==> src/rtl/ddr_game_ctrl.sv <==
// ddr_game_ctrl: round sequencer for the dance-arrow game.
// Spawns arrows into four lanes from an 8-bit LFSR every SPAWN_DIV frame
// ticks, drops them SPEED pixels per tick, judges button presses against the
// target window and keeps saturating score/miss counters.
//
// Ports:
//   clk, rst            system clock, synchronous active-high reset
//   frame_tick          one-cycle pulse per video frame
//   start               one-cycle pulse (centre button)
//   btn_u/d/l/r         debounced button levels (lanes 0..3)
//   lane_active[3:0]    arrow present per lane
//   lane_y[43:0]        lane k y-position at [11k+10:11k]
//   score[15:0]         binary score, saturates at MAX_SCORE
//   misses[3:0]         miss count, saturates at MISS_LIMIT
//   state[1:0]          0=IDLE 1=PLAY 2=OVER
//   game_over           high while in OVER

// Per-lane next-state logic: judge, fall/expire, spawn.
module ddr_lane #(
    parameter int SPEED   = 2,
    parameter int HIT_Y   = 400,
    parameter int HIT_WIN = 16
) (
    input  logic        active_q,
    input  logic [10:0] y_q,
    input  logic        press,
    input  logic        tick,
    input  logic        spawn,
    output logic        active_d,
    output logic [10:0] y_d,
    output logic        hit,
    output logic [1:0]  miss_cnt
);
    localparam logic [11:0] WIN_LO = 12'(HIT_Y - HIT_WIN);
    localparam logic [11:0] WIN_HI = 12'(HIT_Y + HIT_WIN);

    logic [11:0] y_ext;
    logic [11:0] y_fall;
    logic        in_win;

    assign y_ext  = {1'b0, y_q};
    assign y_fall = y_ext + 12'(SPEED);
    assign in_win = active_q && (y_ext >= WIN_LO) && (y_ext <= WIN_HI);

    always_comb begin
        active_d = active_q;
        y_d      = y_q;
        hit      = 1'b0;
        miss_cnt = 2'd0;
        // Judging uses the pre-update position.
        if (press) begin
            if (in_win) begin
                hit      = 1'b1;
                active_d = 1'b0;
            end else begin
                miss_cnt = 2'd1;
            end
        end
        // A hit wins over expiry on the same tick.
        if (tick && active_q && !hit) begin
            if (y_fall > WIN_HI) begin
                active_d = 1'b0;
                miss_cnt = miss_cnt + 2'd1;
            end else begin
                y_d = y_fall[10:0];
            end
        end
        // Spawns only land in lanes that were empty at the start of the cycle.
        if (spawn && !active_q) begin
            active_d = 1'b1;
            y_d      = 11'd0;
        end
    end
endmodule

module ddr_game_ctrl #(
    parameter int         SPAWN_DIV  = 30,
    parameter int         SPEED      = 2,
    parameter int         HIT_Y      = 400,
    parameter int         HIT_WIN    = 16,
    parameter int         MAX_SCORE  = 9999,
    parameter int         MISS_LIMIT = 8,
    parameter logic [7:0] LFSR_SEED  = 8'hA5
) (
    input  logic        clk,
    input  logic        rst,
    input  logic        frame_tick,
    input  logic        start,
    input  logic        btn_u,
    input  logic        btn_d,
    input  logic        btn_l,
    input  logic        btn_r,
    output logic [3:0]  lane_active,
    output logic [43:0] lane_y,
    output logic [15:0] score,
    output logic [3:0]  misses,
    output logic [1:0]  state,
    output logic        game_over
);
    localparam int CNT_W = (SPAWN_DIV > 1) ? $clog2(SPAWN_DIV) : 1;

    typedef enum logic [1:0] {IDLE = 2'd0, PLAY = 2'd1, OVER = 2'd2} state_t;

    state_t            state_q, state_d;
    logic [15:0]       score_q, score_d;
    logic [3:0]        misses_q, misses_d;
    logic [3:0]        lane_active_q, lane_active_d;
    logic [3:0][10:0]  lane_y_q, lane_y_d;
    logic [CNT_W-1:0]  cnt_q, cnt_d;
    logic [7:0]        lfsr_q, lfsr_d;
    logic [3:0]        hist_q, hist_d;
    logic              game_over_q, game_over_d;

    logic [3:0]        btn_now, press, spawn_vec;
    logic [7:0]        lfsr_nxt;
    logic              spawn_fire;
    logic [3:0]        lane_act_nx, lane_hit;
    logic [3:0][10:0]  lane_y_nx;
    logic [3:0][1:0]   lane_miss;
    logic [2:0]        hit_sum;
    logic [3:0]        miss_sum;
    logic [16:0]       score_sum;
    logic [4:0]        misses_sum;

    assign btn_now    = {btn_r, btn_l, btn_d, btn_u};
    assign press      = btn_now & ~hist_q;
    assign lfsr_nxt   = {lfsr_q[6:0], lfsr_q[7] ^ lfsr_q[5] ^ lfsr_q[4] ^ lfsr_q[3]};
    assign spawn_fire = (state_q == PLAY) && frame_tick && (cnt_q == CNT_W'(SPAWN_DIV - 1));
    // Target lane comes from the freshly stepped LFSR value.
    assign spawn_vec  = spawn_fire ? (4'b0001 << lfsr_nxt[1:0]) : 4'b0000;

    for (genvar k = 0; k < 4; k++) begin : g_lane
        ddr_lane #(.SPEED(SPEED), .HIT_Y(HIT_Y), .HIT_WIN(HIT_WIN)) u_lane (
            .active_q (lane_active_q[k]),
            .y_q      (lane_y_q[k]),
            .press    (press[k]),
            .tick     (frame_tick),
            .spawn    (spawn_vec[k]),
            .active_d (lane_act_nx[k]),
            .y_d      (lane_y_nx[k]),
            .hit      (lane_hit[k]),
            .miss_cnt (lane_miss[k])
        );
    end

    always_comb begin
        hit_sum  = 3'd0;
        miss_sum = 4'd0;
        for (int k = 0; k < 4; k++) begin
            hit_sum  = hit_sum + 3'(lane_hit[k]);
            miss_sum = miss_sum + 4'(lane_miss[k]);
        end
    end

    assign score_sum  = 17'(score_q) + 17'(hit_sum);
    assign misses_sum = 5'(misses_q) + 5'(miss_sum);

    always_comb begin
        state_d       = state_q;
        score_d       = score_q;
        misses_d      = misses_q;
        lane_active_d = lane_active_q;
        lane_y_d      = lane_y_q;
        cnt_d         = cnt_q;
        lfsr_d        = lfsr_q;
        hist_d        = btn_now;
        unique case (state_q)
            IDLE: begin
                if (start) begin
                    state_d       = PLAY;
                    score_d       = 16'd0;
                    misses_d      = 4'd0;
                    lane_active_d = 4'd0;
                    lane_y_d      = '0;
                    cnt_d         = '0;
                    lfsr_d        = LFSR_SEED;
                end
            end
            PLAY: begin
                if (frame_tick) begin
                    if (spawn_fire) begin
                        cnt_d  = '0;
                        lfsr_d = lfsr_nxt;
                    end else begin
                        cnt_d = cnt_q + CNT_W'(1);
                    end
                end
                lane_active_d = lane_act_nx;
                lane_y_d      = lane_y_nx;
                score_d  = (score_sum > 17'(MAX_SCORE)) ? 16'(MAX_SCORE) : score_sum[15:0];
                misses_d = (misses_sum >= 5'(MISS_LIMIT)) ? 4'(MISS_LIMIT) : misses_sum[3:0];
                if (misses_d == 4'(MISS_LIMIT)) state_d = OVER;
            end
            OVER: begin
                if (start) begin
                    state_d       = IDLE;
                    lane_active_d = 4'd0;
                    lane_y_d      = '0;
                end
            end
            default: state_d = IDLE;
        endcase
        game_over_d = (state_d == OVER);
    end

    always_ff @(posedge clk) begin
        if (rst) begin
            state_q       <= IDLE;
            score_q       <= 16'd0;
            misses_q      <= 4'd0;
            lane_active_q <= 4'd0;
            lane_y_q      <= '0;
            cnt_q         <= '0;
            lfsr_q        <= LFSR_SEED;
            hist_q        <= 4'd0;
            game_over_q   <= 1'b0;
        end else begin
            state_q       <= state_d;
            score_q       <= score_d;
            misses_q      <= misses_d;
            lane_active_q <= lane_active_d;
            lane_y_q      <= lane_y_d;
            cnt_q         <= cnt_d;
            lfsr_q        <= lfsr_d;
            hist_q        <= hist_d;
            game_over_q   <= game_over_d;
        end
    end

    assign lane_active = lane_active_q;
    assign lane_y      = lane_y_q;
    assign score       = score_q;
    assign misses      = misses_q;
    assign state       = state_q;
    assign game_over   = game_over_q;
endmodule

==> config.mk <==
export PLATFORM = sky130hd
export DESIGN_NAME = ddr_game_ctrl
export DESIGN_NICKNAME = d
export VERILOG_FILES = /design/src/rtl/ddr_game_ctrl.sv
export SDC_FILE = /design/constraint.sdc
export NUM_CORES = 1
export LEC_CHECK = 0
export ABC_AREA = 1
export CORE_MARGIN = 3
export CORE_UTILIZATION = 65
export CTS_CLUSTER_DIAMETER = 40
export CTS_CLUSTER_SIZE = 14
export DETAILED_ROUTE_END_ITERATION = 8
export DONT_BUFFER_PORTS = 1
export HOLD_SLACK_MARGIN = 0.06
export PLACE_DENSITY_LB_ADDON = 0.1
export RECOVER_POWER = 25
export SLEW_MARGIN = 20
export SYNTH_ARGS = -nofsm -noshare
export SYNTH_HDL_FRONTEND = slang
export SYNTH_HIERARCHICAL = 1
export SYNTH_SLANG_ARGS = --single-unit
==> constraint.sdc <==
create_clock -name clk -period 4.8 [get_ports clk]
set_input_delay 0.96 -clock clk [delete_from_list [all_inputs] [get_ports clk]]
set_output_delay 0.96 -clock clk [all_outputs]
set_load 0.01 [all_outputs]
* Word level (Yosys, flattened, before mapping)
Cells that the tools add are included.
** Cells by class
- Add/sub/neg operators :: 17
- $lt $le $gt $ge :: 14
- Equality and inequality tests :: 17
- Shifts and indexed selects :: 1
- Muxes and demuxes :: 78
- Bitwise operators :: 5
- Reductions and logical operators :: 42
** Operators with widths (number)
- $mux W11 :: 12
- $pmux W44 S2 :: 1
- $add A11 B2 Y12 const B :: 4
- $gt A12 B9 Y1 const B :: 4
- $ge A11 B9 Y1 const B :: 4
- $le A11 B9 Y1 const B :: 4
- $mux W44 :: 1
- $mux W1 :: 32
- $mux W16 :: 2
- $pmux W16 S2 :: 1
- $mux W2 :: 15
- $mux W8 :: 3
- $logic_and A1 B1 Y1 :: 22
- $reduce_and A4 Y1 :: 5
- $add A16 B3 Y17 :: 1
- $gt A17 B14 Y1 const B :: 1
- $pmux W4 S2 :: 2
- $pmux W8 S2 :: 1
- $mux W5 :: 3
- $mux W4 :: 3
- $ne A3 B1 Y1 const B :: 4
- $ne A3 B3 Y1 const B :: 4
- $pmux W5 S2 :: 1
- $add A2 B1 Y2 const B :: 4
- 26 further kinds :: 40
** Storage, ports and cells
- Bits in registers :: 88
- Bits of input ports :: 8
- Output and inout bits :: 71
- Logic and storage cells :: 186

* Longest topological paths before layout
- Word-level depth :: 18
- Depth in mapped cells :: 24
- Depth with buffers taken out :: 24

* By module
Netlist, hierarchy kept.
** By module, submodules not included
- ddr_game_ctrl :: times used 1, cells an instance 554, area each 4189.0 µm², sequential area each 1761.7 µm²
- ddr_lane :: times used 4, cells an instance 133, area each 585.6 µm², sequential area each 0.0 µm²

* Worst setup path before layout
Ideal clock, no wire load.
- Path type :: reg-to-reg
- From :: register lane_y_q (netlist bit lane_y[2])
- To :: register misses_q[0] (netlist: misses[0])
- Setup time :: 0.072 ns
- Data arrival time :: 4.280 ns
- Data required time :: 4.728 ns
- Setup slack :: 0.448 ns
- Cell stages (with the launch flop) :: 23
- Buffers on the path :: 0
- Clock period less this slack :: 4.352 ns
- Path through :: dfxtp_1 -> ha_1 -> nand2_2 -> nor2_2 -> nand3_1 -> nand2_1 -> nand2_1 -> nor2_4 -> nand2_1 -> ha_1 -> nand2_1 -> nand2_1 -> fa_1 -> inv_1 -> fa_1 -> inv_1 -> fa_1 -> fa_1 -> o31ai_1 -> o311ai_0 -> nor2_1 -> nand2_1 -> a21oi_1
** RTL lines
- start: declaration :: line 108 : logic [3:0][10:0] lane_y_q, lane_y_d;
- start signal: assignment :: line 222 : lane_y_q <= lane_y_d;
- end signal: assignment :: line 220 : misses_q <= misses_d;
- end: declaration :: line 106 : logic [3:0] misses_q, misses_d;

==> qor_table.md <==
| Metric | Reported |
| --- | --- |
| Final hold violation count | 0 |
| Average cell area after synthesis | 6.01 sq um |
| Starting Density | 0.687 |
| Final weighted congestion in routability-driven placement | 0.922 |
| Sum of routed wire length over all layers | 15,100 microns |
| Cell chain of the critical path | ha_1 > nand2_2 > nor2_2 > nand3_1 > nand2_1 > nand2_1 > nor2_4 > nand2_1 > ha_1 > nand2_1 > nand2_1 > fa_1 > inv_1 > fa_1 > inv_1 > fa_1 > fa_2 > o31ai_2 > o311ai_2 > nor2_1 > nand2_1 > a21oi_1 |
| Synthesized netlist cell count | 1,086 |
| Final critical path time including I/O delays and setup | 4.40 ns |
| Worst Reg-to-Reg Cells | 22 |
| CORE AREA | 0.00950 sq mm |
| Post-synth ARST share | 0 |
| Setup Total Neg Slack | 0 ns |
| CTS Root Cell | sky130_fd_sc_hd__clkbuf_8 |
| TritonCTS clock tree | yes |
| Overall overflow remaining after global route | 0 |
| Total via count in the routed design | 6,377 |
| Sequential area share after synthesis | 0.270 |
| CTS H-tree lvls | 3 |
| Worst-case vdd ir drop | 168 uV |
| Number of enable-type register cells in the synthesized netlist | 0 |
| Crit path max-delay cell type | sky130_fd_sc_hd__fa_1 |
| Iteration count of the initial detailed-routing pass | 5 |
| Static Leakage | 3.42 nW |
| Maximum number of pins on one net before global-route repair | 61 |
| Main flop type after synthesis | sky130_fd_sc_hd__dfxtp_1 |
| Initial antenna violation count | 0 |
| Crit path from | lane_y[12] |
| Worst setup path category | flip-flop to flip-flop |
| Number of cells on the critical path | 22 |
| Mapped cell area | 0.00653 sq mm |
| I/O pin total | 79 |
| Min-Delay Path Class | flip-flop to flip-flop |
| Total Die Area | 0.0113 sq mm |
| WP data arrival | 4.69 ns |
| Number of max-slew violations in the final report | 0 |
| Number of synthesized register bits | 88 |
| Area Growth Syn to Fin | 4.02% |
| Critical Path Sink | misses[0] |
| Worst Setup End Kind | flip-flop |
| Worst hold slack | 0.475 ns |
| CTS buffer count | 9 |
| Count of nets left with antenna violations after detail routing | 0 |
| Reg2reg setup slack | 0.40 ns |
| Crit-path max FO | 4 |
| Max-cap viol count | 0 |
| GRT Resource Usage Total | 0.271 |
| HPWL after detailed placement | 10,900 microns |
| Max-slew headroom at the worst pin | 0.451 |
| Largest buffer count on any clock path | 2 |
| Count of warnings emitted by yosys | 6 |
| Insertion delay to the later sink of the worst-skew pair | 0.36 ns |
| Vertical die dimension | 106 microns |
| Remaining DRCs | 0 |
| WP data required | 5.09 ns |
| Startpoint type of the worst setup path | flip-flop |
| Global-route wire length before repair | 25,900 microns |
| First DRT Iteration DRCs | 362 |
| Sw Share | 0.262 |
| Antenna diode count | 0 |
| Final setup violation count | 0 |
| Total clock sinks | 88 |
| Post-DR wirelength/cell | 12.4 microns |
| Unrepaired setup endpoints after global routing | no |
| Clock-pin slew of the registers on the worst-case setup and hold paths | 0.09 ns |
| Clock tree skew after final layout | 0.0148 ns |
| Number of nets in the layout | 1,115 |
| Quantity of hold-fixing buffers added after cts | 0 |
| Total power per unit cell area | 196 mW/mm^2 |
| Result of the run | complete, no violations |
| Vias in the first global route | 5,641 |
| Avg Vias per Cell | 5.26 |
| Die Span X | 106 microns |
| Cell repeated most along the worst path | sky130_fd_sc_hd__nand2_1 |
| Reported net switching power | 349 uW |
| Worst Path Buf+Inv | 2 |
| Relative contribution of the clock network to total power | 0.356 |
| Part of the total power dissipated in sequential elements | 0.563 |
| Measured slew at the worst slew-check pin | 0.822 ns |
| Site row count | 35 |
| Part of the total power dissipated in combinational logic | 0.081 |
| Ratio of cells with drive above 1 in the final layout | 0.0813 |
| Worst reg2reg endpoint | misses[0] |
| Reg-to-Reg Start | lane_y[12] |
| Critical path's largest stage delay | 0.47 ns |
| Fin crit share | 0.917 |
| Internal power | 982 uW |
| # port buffers | 0 |
| Synth Net Count | 1,122 |
| Netlist cell types | 40 |
| Top cell family by delay on the critical path | adder cells |
| FMAX | 0.227 GHz |
-- Yosys cell counts (8+ instances only) --
| master | n | area, sq um |
|---|---|---|
| sky130_fd_sc_hd__a21oi_1 | 15 | 75.1 |
| sky130_fd_sc_hd__clkbuf_1 | 15 | 56.3 |
| sky130_fd_sc_hd__dfxtp_1 | 88 | 1760 |
| sky130_fd_sc_hd__fa_1 | 9 | 180 |
| sky130_fd_sc_hd__ha_1 | 19 | 238 |
| sky130_fd_sc_hd__inv_1 | 151 | 567 |
| sky130_fd_sc_hd__nand2_1 | 385 | 1450 |
| sky130_fd_sc_hd__nand2_2 | 8 | 50.1 |
| sky130_fd_sc_hd__nand3_1 | 65 | 325 |
| sky130_fd_sc_hd__nand3_2 | 11 | 110 |
| sky130_fd_sc_hd__nand4_1 | 20 | 125 |
| sky130_fd_sc_hd__nor2_1 | 148 | 556 |
| sky130_fd_sc_hd__nor2_2 | 13 | 81.3 |
| sky130_fd_sc_hd__o21ai_0 | 59 | 295 |
| sky130_fd_sc_hd__xor2_1 | 8 | 70.1 |
-- cell type report --
| class | instances | area, sq um |
|---|---|---|
| Multi-Input combinational cell | 807 | 4010 |
| Fill cell | 888 | 2710 |
| Sequential cell | 88 | 1760 |
| Inverter | 163 | 612 |
| Tap cell | 129 | 161 |
| Clock buffer | 12 | 155 |
| Timing Repair Buffer | 10 | 75.1 |
| Clock inverter | 3 | 17.5 |
-- cell families after synthesis --
logic type	count (synthesis)	synth area share
buffers and inverters	191	0.119
xor gates and xnor gates	12	0.0161
DFF	88	0.270
AOI/OAI and AO/OA	95	0.0812
and+or+nand+nor	672	0.450
adders and majority gates	28	0.0640
-- sequential cells by signal, summed over array words and instances (netlist names) --
signal and cells:
score 16, lfsr_q 8, lane_y 44, hist_q 4, game_over 1, lane_active 4, cnt_q 5, state 2
misses 4
-- through the flow --
| step | total power, mW | setup WS (ns) | instances | util | instance area [sq um] |
|---|---|---|---|---|---|
| 6_report | 1.33 | 0.398 | 1212 | 0.715 | 6790 |
| 5_1_grt | 1.39 | 0.00708 | 1212 | 0.715 | 6790 |
| 3_3_place_gp | 0.870 | 0.289 | 1197 | 0.695 | 6610 |
| 2_1_floorplan | 0.847 | 0.448 | 1086 | - | 6530 |
| 3_5_place_dp | 0.871 | 0.192 | 1197 | 0.695 | 6610 |
| 4_1_cts | 1.34 | 0.254 | 1212 | 0.713 | 6780 |
-- repair_timing --
| action | CTS | global route |
|---|---|---|
| gates resized for setup | 0 | 5 |
| setup buffers | 0 | 0 |
| endpoints found under the setup margin | 0 | 7 |
-- power groups by stage --
stage	Sequential (mW)	Clock, mW	Combinational (mW)
global route	0.751	0.517	0.125
global placement	0.766	0	0.104
detailed placement	0.766	0	0.105
floorplan	0.763	0	0.0841
CTS	0.749	0.484	0.106
finish	0.749	0.474	0.107
-- how the worst min path moves through the flow --
stage	startpoint	to	slack, ns	cells after the start
6_report	lfsr_q[1]	lfsr_q[1]	0.47	2
5_1_grt	lfsr_q[1]	lfsr_q[1]	0.51	2
3_5_place_dp	lfsr_q[1]	lfsr_q[1]	0.46	2
3_3_place_gp	lfsr_q[1]	lfsr_q[1]	0.45	2
4_1_cts	lfsr_q[1]	lfsr_q[1]	0.47	2
2_1_floorplan	lfsr_q[1]	lfsr_q[1]	0.44	2
-- layer usage --
metal	part of all wire	vias to the layer above	GRT usage
met5	0	-	0
met4	0.010	0	0.0527
met3	0.071	16	0.0601
met2	0.45	188	0.440
met1	0.46	2835	0.372
li1	-	3338	-
-- worst register-to-register path, cell delays in order, from the launching register on --
cell                       delay (ns)
sky130_fd_sc_hd__dfxtp_1         0.35
sky130_fd_sc_hd__ha_1            0.24
sky130_fd_sc_hd__nand2_2         0.10
sky130_fd_sc_hd__nor2_2          0.16
sky130_fd_sc_hd__nand3_1         0.08
sky130_fd_sc_hd__nand2_1         0.06
sky130_fd_sc_hd__nand2_1         0.08
sky130_fd_sc_hd__nor2_4          0.16
sky130_fd_sc_hd__nand2_1         0.08
sky130_fd_sc_hd__ha_1            0.27
sky130_fd_sc_hd__nand2_1         0.07
sky130_fd_sc_hd__nand2_1         0.06
sky130_fd_sc_hd__fa_1            0.47
sky130_fd_sc_hd__inv_1           0.05
sky130_fd_sc_hd__fa_1            0.47
sky130_fd_sc_hd__inv_1           0.05
sky130_fd_sc_hd__fa_1            0.40
sky130_fd_sc_hd__fa_2            0.38
sky130_fd_sc_hd__o31ai_2         0.25
sky130_fd_sc_hd__o311ai_2        0.19
sky130_fd_sc_hd__nor2_1          0.18
sky130_fd_sc_hd__nand2_1         0.08
sky130_fd_sc_hd__a21oi_1         0.13
-- layout by cell type (no fill, tap or decap), types with 2 or more instances in the layout --
| cell type | count |
|---|---|
| sky130_fd_sc_hd__fa_1 | 8 |
| sky130_fd_sc_hd__clkinv_1 | 5 |
| sky130_fd_sc_hd__nand2_4 | 2 |
| sky130_fd_sc_hd__nand3b_1 | 2 |
| sky130_fd_sc_hd__inv_2 | 7 |
| sky130_fd_sc_hd__clkbuf_8 | 11 |
| sky130_fd_sc_hd__o211ai_1 | 2 |
| sky130_fd_sc_hd__nor3_1 | 5 |
| sky130_fd_sc_hd__dfxtp_1 | 87 |
| sky130_fd_sc_hd__nor2_1 | 148 |
| sky130_fd_sc_hd__inv_1 | 151 |
| sky130_fd_sc_hd__clkinv_2 | 2 |
| sky130_fd_sc_hd__nand3_1 | 65 |
| sky130_fd_sc_hd__nor2_2 | 12 |
| sky130_fd_sc_hd__xor2_1 | 8 |
| sky130_fd_sc_hd__o21ai_1 | 5 |
| sky130_fd_sc_hd__nand4_1 | 20 |
| sky130_fd_sc_hd__a21oi_1 | 15 |
| sky130_fd_sc_hd__nand2_1 | 385 |
| sky130_fd_sc_hd__o21ai_0 | 59 |
| sky130_fd_sc_hd__a21oi_2 | 6 |
| sky130_fd_sc_hd__nor2_4 | 7 |
| sky130_fd_sc_hd__ha_1 | 19 |
| sky130_fd_sc_hd__xnor2_1 | 4 |
| sky130_fd_sc_hd__nand3_4 | 5 |
| sky130_fd_sc_hd__nand3_2 | 11 |
| sky130_fd_sc_hd__buf_4 | 10 |
| sky130_fd_sc_hd__nand2_2 | 8 |
Power figures use the tool's default switching activity.
